## src/rtl/el2_ifu_ic_dbg_arb_pkg.sv

```systemverilog
// Shared types for the I-cache debug arbiter.
// Array geometry, FSM states and the held request packet.
package el2_ifu_ic_dbg_arb_pkg;

  localparam int ICACHE_INDEX_HI = 12;
  localparam int ICACHE_NUM_WAYS = 2;
  localparam int IC_DW           = 71;
  localparam int IC_TW           = 26;

  typedef enum logic [2:0] {
    IDLE,
    WAIT,
    ISSUE,
    RD_WAIT,
    RESP
  } el2_ic_dbg_state_t;

  typedef struct packed {
    logic                         wr;
    logic                         tag;
    logic [ICACHE_NUM_WAYS-1:0]   way;
    logic [ICACHE_INDEX_HI:3]     addr;
    logic [IC_DW-1:0]             wdata;
  } el2_ic_dbg_req_pkt_t;

endpackage

```

## src/rtl/el2_ifu_ic_dbg_arb.sv

```systemverilog
// Sequences debug reads/writes of the I-cache arrays and
// shares the array read path with fetch under a starvation bound.
module el2_ifu_ic_dbg_arb
  import el2_ifu_ic_dbg_arb_pkg::*;
#(
  parameter int RD_LAT     = 2,
  parameter int STARVE_MAX = 8
) (
  input  logic                       clk,
  input  logic                       rst_l,
  input  logic                       req_valid,
  output logic                       req_ready,
  input  logic                       req_wr,
  input  logic                       req_tag,
  input  logic [ICACHE_NUM_WAYS-1:0] req_way,
  input  logic [ICACHE_INDEX_HI:3]   req_addr,
  input  logic [IC_DW-1:0]           req_wdata,
  output logic                       rsp_valid,
  output logic [IC_DW-1:0]           rsp_data,
  input  logic                       fetch_req,
  output logic                       fetch_gnt,
  output logic                       ic_debug_rd_en,
  output logic                       ic_debug_wr_en,
  output logic                       ic_debug_tag_array,
  output logic [ICACHE_NUM_WAYS-1:0] ic_debug_way,
  output logic [ICACHE_INDEX_HI:3]   ic_debug_addr,
  output logic [IC_DW-1:0]           ic_debug_wr_data,
  input  logic [IC_DW-1:0]           ic_debug_rd_data,
  input  logic [IC_TW-1:0]           ictag_debug_rd_data,
  output logic                       busy
);

  localparam int SW = $clog2(STARVE_MAX + 1);
  localparam int LW = $clog2(RD_LAT + 1);

  el2_ic_dbg_state_t   state_q, state_d;
  el2_ic_dbg_req_pkt_t hold_q, hold_d;
  logic [SW-1:0]       starve_q, starve_d;
  logic [LW-1:0]       lat_q, lat_d;
  logic [IC_DW-1:0]    rsp_data_q, rsp_data_d;

  always_ff @(posedge clk or negedge rst_l) begin
    if (!rst_l) begin
      state_q    <= IDLE;
      hold_q     <= '0;
      starve_q   <= '0;
      lat_q      <= '0;
      rsp_data_q <= '0;
    end else begin
      state_q    <= state_d;
      hold_q     <= hold_d;
      starve_q   <= starve_d;
      lat_q      <= lat_d;
      rsp_data_q <= rsp_data_d;
    end
  end

  always_comb begin
    state_d        = state_q;
    hold_d         = hold_q;
    starve_d       = starve_q;
    lat_d          = lat_q;
    rsp_data_d     = rsp_data_q;
    req_ready      = 1'b0;
    fetch_gnt      = 1'b0;
    ic_debug_rd_en = 1'b0;
    ic_debug_wr_en = 1'b0;
    rsp_valid      = 1'b0;
    unique case (state_q)
      IDLE: begin
        req_ready = 1'b1;
        fetch_gnt = fetch_req;
        if (req_valid) begin
          hold_d.wr    = req_wr;
          hold_d.tag   = req_tag;
          hold_d.way   = req_way;
          hold_d.addr  = req_addr;
          hold_d.wdata = req_wdata;
          starve_d     = '0;
          state_d      = WAIT;
        end
      end
      WAIT: begin
        // Fetch keeps the array until the debug request has starved.
        if (!fetch_req || starve_q == SW'(STARVE_MAX)) begin
          state_d = ISSUE;
        end else begin
          fetch_gnt = 1'b1;
          starve_d  = starve_q + SW'(1);
        end
      end
      ISSUE: begin
        if (hold_q.wr) begin
          ic_debug_wr_en = 1'b1;
          rsp_data_d     = '0;
          state_d        = RESP;
        end else begin
          ic_debug_rd_en = 1'b1;
          lat_d          = LW'(1);
          state_d        = RD_WAIT;
        end
      end
      RD_WAIT: begin
        if (lat_q == LW'(RD_LAT)) begin
          rsp_data_d = hold_q.tag
                     ? {{(IC_DW-IC_TW){1'b0}}, ictag_debug_rd_data}
                     : ic_debug_rd_data;
          state_d    = RESP;
        end else begin
          lat_d = lat_q + LW'(1);
        end
      end
      RESP: begin
        rsp_valid = 1'b1;
        state_d   = IDLE;
      end
      default: state_d = IDLE;
    endcase
  end

  assign rsp_data           = rsp_data_q;
  assign ic_debug_tag_array = hold_q.tag;
  assign ic_debug_way       = hold_q.way;
  assign ic_debug_addr      = hold_q.addr;
  assign ic_debug_wr_data   = hold_q.wdata;
  assign busy               = (state_q != IDLE);

endmodule

```

## config.mk

```make
export PLATFORM = sky130hd
export DESIGN_NAME = el2_ifu_ic_dbg_arb
export DESIGN_NICKNAME = d
export VERILOG_FILES = /design/src/rtl/el2_ifu_ic_dbg_arb_pkg.sv /design/src/rtl/el2_ifu_ic_dbg_arb.sv
export SDC_FILE = /design/constraint.sdc
export NUM_CORES = 1
export LEC_CHECK = 0
export ABC_AREA = 1
export ABC_CLOCK_PERIOD_IN_PS = 1260
export CORE_MARGIN = 1.5
export CORE_UTILIZATION = 38
export DETAILED_ROUTE_END_ITERATION = 8
export GPL_TIMING_DRIVEN = 0
export PLACE_DENSITY = 0.82
export SKIP_LAST_GASP = 1
export SLEW_MARGIN = 20
export SYNTH_ARGS = -nofsm -noshare
export SYNTH_HDL_FRONTEND = slang
export SYNTH_SLANG_ARGS = --single-unit
```

## constraint.sdc

```tcl
create_clock -name clk -period 1.26 [get_ports clk]
set_input_delay 0.126 -clock clk [delete_from_list [all_inputs] [get_ports clk]]
set_output_delay 0.126 -clock clk [all_outputs]
set_load 0.1 [all_outputs]
```

==> metrics.cfg, run 1 <==
[run_status]
status=complete, but fails checks
violations=setup timing

[cts]
clk_path_buf_depth=2
cts_buffers=17
clock_sinks=165
path_clk_slew_ns=0.07
cts_tree=yes
cts_root_buf=clkbuf_16
htreeDepth=4
clk_latency_ns=0.42

[critical_path]
rr_worst_depth=9
cp_max_fo=4
worstPathCellList=inv_2 > nor2_2 > nand3_4 > clkinvlp_4 > buf_12
worstSetupPathType=reg -> out
startpoint_type=register
path_buf_inv=3
worstSetupEndpointType=output pin
cp_num_cells=5
crit_arrival_ns=1.53
cpPeakStageDelay_ns=0.40
cp_data_required_time_ns=1.13
slowest_stage=dfrtp_2
critPathTopFamily=flip-flops

[timing]
setup_slack_ns=-0.396
fmax_mhz=604
hold_violations=0
slew_violations=0
relSlewSlack=0.772
finalCritPeriodShare=1.31
fin_worst_skew_ns=0.0117
rsz0062_at_grt=true
worst_pin_slew_ns=0.341
setup_violations=180
finalCriticalPeriod_ns=1.66
fin_tns_setup_ns=-46.82

[yosys]
ys_async_sr_fraction=1.00
synth.cell_area_um2=7470
synthFlopType=dfrtp_1
synth_edf_count=0
synth.distinct_cells=24
yosysSeqAreaShare=0.553
synth_area_leader_cell=dfrtp_1
syn-num-nets=1048
synth_cells=859
synth_area_leaders=dfrtp_1, nand2_1, buf_4
syn_area_per_cell_um2=8.70
yosys_register_bits=165
netlist.area_leader.share=0.553
yosys_warnings=0

[global_route]
grt_use_total=0.229
top_usage_layer=met2
grtUsageMet2=0.402
grt_max_degree=58
grt_pass1_vias=7037
overflow=0
gr-usage-met3=0.0594
use_met1=0.267
antenna_found_initial=1
grt_pass1_wl_um=36100

[drt]
viasPerCell=4.79
num_vias=7706
drcViolationCount=0
detail_route.wl_per_cell_um=18.0
firstDrtPassIters=4
drtIter0Drc=228
ant_nets=0
wirelength_um=29000

[floorplanning]
die_w_um=143
coreArea_um2=19400
io_pins=347
fp.dieArea_um2=20500
die_height_um=143
start_util=0.385
row_count=51

[placed_design]
gp_congestion=0.827
dp_slack_ns=-1.23
port_buffers=346
dp_hpwl_um=16400

[finish]
multi_input_area_um2=3360
drive_gt1_frac=0.500
nFillCells=1135
syn_to_final_growth_pct=103
final_common_cell=nand2_1
finalCoreUtilization=0.783
regArea_um2=4140
fin_nets=1520
mostFrequentLayoutCells=nand2_1, buf_4, clkdlybuf4s50_1

[worst_hold_path]
hold_class=in -> async

[run]
cap_viol_max_count=0

[kinds of logic (layout without fill, tap and decap cells)]
logic type,Yosys count,count (layout),synth area share
fa+ha+maj,3,3,0.00503
simple gates,488,489,0.270
other cells,0,1,0
xor+xnor,1,1,0.00117
buf+inv,144,627,0.132
flops,165,165,0.553
compound gates,58,58,0.0389
[Yosys cell counts, types with 2 or more instances]
library cell / number
nand2_2: 3
a21oi_1: 2
o21ai_1: 2
or2_2: 28
buf_2: 9
buf_6: 12
inv_2: 2
inv_1: 18
nand2_1: 387
buf_4: 90
nor2_1: 9
o21ai_0: 54
nand3_1: 55
ha_1: 3
dfrtp_1: 165
clkbuf_1: 12
[sequential cells by signal (all words and copies together) (netlist names)]
signal,count
ic_debug_wr_data,71
rsp_data,71
ic_debug_addr,10
starve_q,4
state_q,3
ic_debug_way,2
lat_q,2
hold_q,1
ic_debug_tag_array,1
[metal layers]
layer	vias up	wire [um]
li1	3557	-
met1	3763	10700
met2	301	15500
met3	85	1580
met4	0	1210
met5	-	0
[final timing paths]
check	start	to	slack [ns]
max	state_q[1]$_DFFE_PN0P_	ic_debug_rd_en	-0.40
min	rst_l	rsp_data[43]$_DFFE_PN0P_	0.23
max in group asynchronous	rst_l	rsp_data[2]$_DFFE_PN0P_	0.20
min reg2reg	rsp_data[57]$_DFFE_PN0P_	rsp_data[57]$_DFFE_PN0P_	0.48
min in group clk	req_wdata[68]	ic_debug_wr_data[68]$_DFFE_PN0P_	0.25
max reg2reg	state_q[1]$_DFFE_PN0P_	ic_debug_wr_data[5]$_DFFE_PN0P_	-0.34
[timing repair]
| action | CTS | global route |
|---|---|---|
| hold buffers | 1 | 0 |
| setup endpoints to repair | 325 | 308 |
| gates cloned | 14 | 11 |
| buffers inserted | 35 | 77 |
| resized for setup | 1234 | 357 |
| hold endpoints to repair | 55 | 0 |
| pin swaps | 27 | 48 |
[per-stage QoR]
step           std cells  instance area (um2)  hold WS, ns
5_1_grt             1609                15200        0.247
3_5_place_dp        1472                11600       0.0758
6_report            1609                15200        0.228
3_3_place_gp        1470                11500        0.455
4_1_cts             1551                13300        0.217
2_1_floorplan        859                 7740       -0.170
[worst reg2reg max path: stages, from the launching register on]
cell and delay [ns]:
dfrtp_2 0.43, inv_2 0.11, nand3_4 0.13, nor2_4 0.17
buf_12 0.15, buf_6 0.11, buf_12 0.14, buf_16 0.13
nand2_1 0.09, nand2_2 0.10
[final cells by class]
cell class / instances / area share
buffer: 95 / 0.0678
timing repair inverter: 1 / 0.000741
inverter: 20 / 0.00799
multi-input combinational: 551 / 0.221
clock buffer: 20 / 0.0307
timing repair buffer: 480 / 0.367
tap: 265 / 0.0218
sequential: 165 / 0.272
clock inverter: 11 / 0.00988
antenna: 1 / 0.000165
Power of run 1 is left out: the tool's default activity adds up to more than one toggle a clock period on the data nets, which glitch-free logic cannot reach.
==> run 2, diff against run 1 <==
--- a/config.mk
+++ b/config.mk
@@ -11,7 +11,7 @@
 export CORE_UTILIZATION = 38
 export DETAILED_ROUTE_END_ITERATION = 8
 export GPL_TIMING_DRIVEN = 0
-export PLACE_DENSITY = 0.82
+export PLACE_DENSITY = 0.78
 export SKIP_LAST_GASP = 1
 export SLEW_MARGIN = 20
 export SYNTH_ARGS = -nofsm -noshare
==> metrics.cfg, run 2 (synthesized netlist as in run 1, its figures left out) <==
[finish]
regArea_um2=4140  ; about the same
drive_gt1_frac=0.441  ; -0.0591
nFillCells=1433  ; +26%
diodes=0  ; -1
syn_to_final_growth_pct=84.7
fin_nets=1470  ; -3.3%
finalCoreUtilization=0.711  ; -0.0720
mostFrequentLayoutCells=nand2_1, clkdlybuf4s50_1, buf_4
multi_input_area_um2=3120  ; -7.4%
final_common_cell=nand2_1

[drt]
num_vias=7207  ; -6.5%
viasPerCell=4.62  ; -3.5%
drtIter0Drc=328  ; +44%
detail_route.wl_per_cell_um=16.2  ; -10%
firstDrtPassIters=5  ; +1
drcViolationCount=0  ; unchanged
ant_nets=0  ; unchanged
wirelength_um=25200  ; -13%

[floorplanning]
die_w_um=143  ; unchanged
start_util=0.385  ; unchanged
row_count=51  ; unchanged
fp.dieArea_um2=20500  ; unchanged
io_pins=347  ; unchanged
die_height_um=143  ; unchanged
coreArea_um2=19400  ; unchanged

[timing]
whs_ns=0.235  ; +0.00725 ns
hold_violations=0  ; unchanged
finalCriticalPeriod_ns=1.67  ; +0.0167 ns
setup_slack_ns=-0.412  ; -0.0167 ns
slew_violations=0  ; unchanged
setup_violations=219  ; +22%
relSlewSlack=0.600  ; -0.173
rsz0062_at_grt=true
worst_pin_slew_ns=0.600  ; +0.259 ns
fmax_mhz=598  ; -1.0%
finalCritPeriodShare=1.33  ; +0.0132
fin_worst_skew_ns=0.0117  ; +0.00000540 ns

[critical_path]
worstSetupEndpointType=output pin
slowest_stage=dfrtp_2
cp-startpoint=state_q[2]$_DFFE_PN0P_
path_buf_inv=2  ; -1
critPathTopFamily=flip-flops
cp_data_required_time_ns=1.13  ; about the same
startpoint_type=register
worstPathCellList=inv_4 > nand2_2 > nor2_4 > nand3_4 > nand2_8 > buf_12
cpPeakStageDelay_ns=0.45  ; +0.05 ns
cp_max_fo=4  ; unchanged
crit_arrival_ns=1.55  ; +0.02 ns
r2r_start=state_q[2]$_DFFE_PN0P_
worstSetupPathType=reg -> out

[placed_design]
dp_slack_ns=-1.25  ; -0.0192 ns
port_buffers=346  ; unchanged
dp_hpwl_um=16300  ; -0.86%
gp_congestion=0.823  ; -0.42%

[run_status]
violations=setup timing
status=complete, but fails checks

[cts]
clk_latency_ns=0.43  ; about the same
clk_path_buf_depth=2  ; unchanged
htreeDepth=4  ; unchanged
cts_root_buf=clkbuf_16
cts_buffers=17  ; unchanged
cts_tree=yes
path_clk_slew_ns=0.07  ; about the same
clock_sinks=165  ; unchanged

[global_route]
grt_use_total=0.231  ; +0.00229
grt_pass1_wl_um=36500  ; +1.0%
grt_max_degree=90  ; +55%
overflow=0  ; unchanged
antenna_found_initial=0  ; -1
grt_pass1_vias=7131  ; +1.3%

[run]
cap_viol_max_count=0  ; unchanged

[worst_hold_path]
holdCritStartpoint=req_wdata[45]
hold_class=in -> reg

==> run 2: changes by cell type in the layout (fill, tap and decap cells not counted), moves of 3 or more <==
cell	previous run	this run
buf_12	70	19
buf_16	12	9
buf_4	193	181
buf_6	51	81
buf_8	44	36
clkbuf_16	27	22
clkbuf_8	7	3
inv_6	2	7
nand2_1	225	262
nand2_2	104	83
nand2_4	58	43
o21ai_1	39	50
o21ai_2	16	4
==> run 2: tightest hold or removal path: stages <==
cell	delay, ns
clkdlybuf4s50_1	0.39
nand2_1	0.06
nand2_1	0.04
==> run 2: worst paths after layout <==
path                            slack [ns]                               end  cells after the start
worst max-delay path                 -0.41                         fetch_gnt                      6
worst min-delay path                  0.24  ic_debug_wr_data[45]$_DFFE_PN0P_                      3
worst max register to register       -0.39  ic_debug_wr_data[52]$_DFFE_PN0P_                     10
worst min register to register        0.48  ic_debug_wr_data[20]$_DFFE_PN0P_                      2
max in group asynchronous             0.11    ic_debug_tag_array$_DFFE_PN0P_                      3
min in group asynchronous             0.26  ic_debug_wr_data[37]$_DFFE_PN0P_                      2
==> run 2: per-stage QoR <==
stage	instances	TNS (ns)	area [um2]
2_1_floorplan	859	-42.05	7740
3_3_place_gp	1470	-1239.76	11500
3_5_place_dp	1471	-114.92	11600
4_1_cts	1541	-40.53	13000
5_1_grt	1559	-67.80	13800
6_report	1559	-48.41	13800
==> run 2: final cells by class <==
class / instances / share of cell area
well taps: 265 / 0.0240
clock buffers: 18 / 0.0311
multi-input cells: 550 / 0.226
inverters: 20 / 0.00844
plain buffers: 123 / 0.0810
repair buffers: 404 / 0.318
clock inverters: 14 / 0.0118
flip-flops and latches: 165 / 0.300
==> run 2: layer usage <==
layer	vias to the layer above	track usage	routed length [um]
met3	71	0.0634	1530
met1	3429	0.268	9680
li1	3451	-	-
met5	-	0	0
met2	256	0.401	13200
met4	0	0.0988	887
==> run 2: repair_timing <==
| action | 4_1_cts | 5_1_grt |
|---|---|---|
| buffers inserted | 30 | 17 |
| resized for setup | 1206 | 171 |
| hold buffers | 1 | 0 |
| hold endpoints to repair | 76 | 0 |
| cloned | 8 | 5 |
| endpoints found under the setup margin | 325 | 324 |
| pin swaps | 9 | 26 |
Power of run 2 is left out for the same reason.
==> run 3, diff against run 2 <==
--- a/config.mk
+++ b/config.mk
@@ -12,6 +12,7 @@
 export DETAILED_ROUTE_END_ITERATION = 8
 export GPL_TIMING_DRIVEN = 0
 export PLACE_DENSITY = 0.78
+export RECOVER_POWER = 25
 export SKIP_LAST_GASP = 1
 export SLEW_MARGIN = 20
 export SYNTH_ARGS = -nofsm -noshare
==> metrics.cfg, run 3 (synthesized netlist as in run 1, its figures left out) <==
[timing]
fin_worst_skew_ns=0.0117  ; unchanged
finalCriticalPeriod_ns=1.67  ; unchanged
fmax_mhz=598  ; unchanged
finalCritPeriodShare=1.33  ; unchanged
slew_violations=0  ; unchanged
hold_violations=0  ; unchanged
setup_violations=219  ; unchanged
setup_slack_ns=-0.412  ; unchanged
fin_tns_setup_ns=-48.41  ; unchanged
rsz0062_at_grt=true
worst_pin_slew_ns=0.732  ; +0.132 ns
relSlewSlack=0.512  ; -0.0879

[global_route]
antenna_found_initial=0  ; unchanged
grt_use_total=0.231  ; unchanged
grt_pass1_wl_um=36500  ; unchanged
overflow=0  ; unchanged
grt_pass1_vias=7131  ; unchanged
grt_max_degree=90  ; unchanged

[placed_design]
gp_congestion=0.823  ; unchanged
port_buffers=346  ; unchanged
placed_cell_area_um2=11600  ; unchanged
dp_hpwl_um=16300  ; unchanged

[cts]
clk_path_buf_depth=2  ; unchanged
cts_buffers=17  ; unchanged
clk_latency_ns=0.43  ; about the same
cts_root_buf=clkbuf_16
clock_sinks=165  ; unchanged
path_clk_slew_ns=0.07  ; about the same
htreeDepth=4  ; unchanged
cts_tree=yes

[drt]
viasPerCell=4.62  ; unchanged
drcViolationCount=0  ; unchanged
drtIter0Drc=328  ; unchanged
firstDrtPassIters=5  ; unchanged
num_vias=7207  ; unchanged
detail_route.wl_per_cell_um=16.2  ; about the same
wirelength_um=25300  ; about the same
ant_nets=0  ; unchanged

[finish]
final_common_cell=nand2_1
nFillCells=1435  ; +0.14%
fin_nets=1470  ; unchanged
drive_gt1_frac=0.441  ; unchanged
syn_to_final_growth_pct=84.6  ; about the same
final_cell_area_um2=13800  ; about the same
mostFrequentLayoutCells=nand2_1, clkdlybuf4s50_1, buf_4
finalCoreUtilization=0.711  ; about the same
diodes=0  ; unchanged

[floorplanning]
io_pins=347  ; unchanged
coreArea_um2=19400  ; unchanged
die_w_um=143  ; unchanged
row_count=51  ; unchanged
die_height_um=143  ; unchanged
start_util=0.385  ; unchanged
fp.dieArea_um2=20500  ; unchanged

[critical_path]
r2r_start=state_q[2]$_DFFE_PN0P_
worstSetupEndpointType=output pin
crit_arrival_ns=1.55  ; about the same
startpoint_type=register
r2r_end=ic_debug_wr_data[52]$_DFFE_PN0P_
slowest_stage=dfrtp_2
critPathTopFamily=flip-flops
rr_worst_depth=10  ; unchanged
worstSetupPathType=reg -> out
worstPathCellList=inv_4 > nand2_2 > nor2_4 > nand3_4 > nand2_8 > buf_12
cp_max_fo=4  ; unchanged
rrSetupSlack_ns=-0.39  ; about the same
path_buf_inv=2  ; unchanged
cpPeakStageDelay_ns=0.45  ; about the same
cp_data_required_time_ns=1.13  ; about the same

[run_status]
status=complete, but fails checks
violations=setup timing

[run]
cap_viol_max_count=0  ; unchanged

[worst_hold_path]
holdCritStartpoint=req_wdata[45]
hold_class=in -> reg
min_path_cells=3  ; unchanged
hold-path-endpoint=ic_debug_wr_data[45]$_DFFE_PN0P_

==> run 3: cell count changes in the layout (fill, tap and decap cells not counted) <==
cell / delta
buf_8: -1
buf_6: +1
==> run 3: through the flow <==
stage | cells | hold WS [ns] | setup slack [ns]
floorplan | 859 | -0.170 | -0.646
global placement | 1470 | 0.455 | -8.02
detailed placement | 1471 | 0.141 | -1.25
CTS | 1541 | 0.217 | -0.437
global route | 1559 | 0.236 | -0.485
finish | 1559 | 0.235 | -0.412
==> run 3: worst max path at each step <==
stage	startpoint	to	slack, ns	cells past startpoint
5_1_grt	state_q[2]$_DFFE_PN0P_	fetch_gnt	-0.49	6
6_report	state_q[2]$_DFFE_PN0P_	fetch_gnt	-0.41	6
2_1_floorplan	state_q[0]$_DFFE_PN0P_	fetch_gnt	-0.65	5
3_5_place_dp	starve_q[0]$_DFFE_PN0P_	fetch_gnt	-1.25	6
4_1_cts	state_q[2]$_DFFE_PN0P_	fetch_gnt	-0.44	6
3_3_place_gp	rst_l	ic_debug_tag_array$_DFFE_PN0P_	-8.02	1
==> run 3: worst register-to-register path, delay by kind of cell, from the launching register on <==
kind                   cells  cell delay (ns)
buffers and inverters      6             0.72
and+or+nand+nor            4             0.37
DFF                        1             0.45
==> run 3: final cells by class <==
cell class / count / area [um2] / area share
timing repair buffer: 404 / 4380 / 0.318
sequential: 165 / 4140 / 0.300
multi-input combinational: 550 / 3120 / 0.226
buffer: 123 / 1120 / 0.0810
clock buffer: 18 / 429 / 0.0311
tap: 265 / 332 / 0.0240
clock inverter: 14 / 163 / 0.0118
inverter: 20 / 116 / 0.00844
==> run 3: layer usage <==
| metal | global-route usage | share of wire | vias up |
|---|---|---|---|
| met5 | 0 | 0 | - |
| met4 | 0.0988 | 0.035 | 0 |
| met3 | 0.0634 | 0.061 | 71 |
| met2 | 0.401 | 0.52 | 256 |
| met1 | 0.268 | 0.38 | 3429 |
| li1 | - | - | 3451 |
==> run 3: repair_timing <==
action / in CTS / in global routing
hold endpoints to repair: 76 / 0
cloned: 8 / 5
hold buffers: 1 / 0
pin swaps: 9 / 26
setup buffers: 30 / 17
gates resized for setup: 1206 / 171
endpoints found under the setup margin: 325 / 324
Power of run 3 is left out for the same reason.
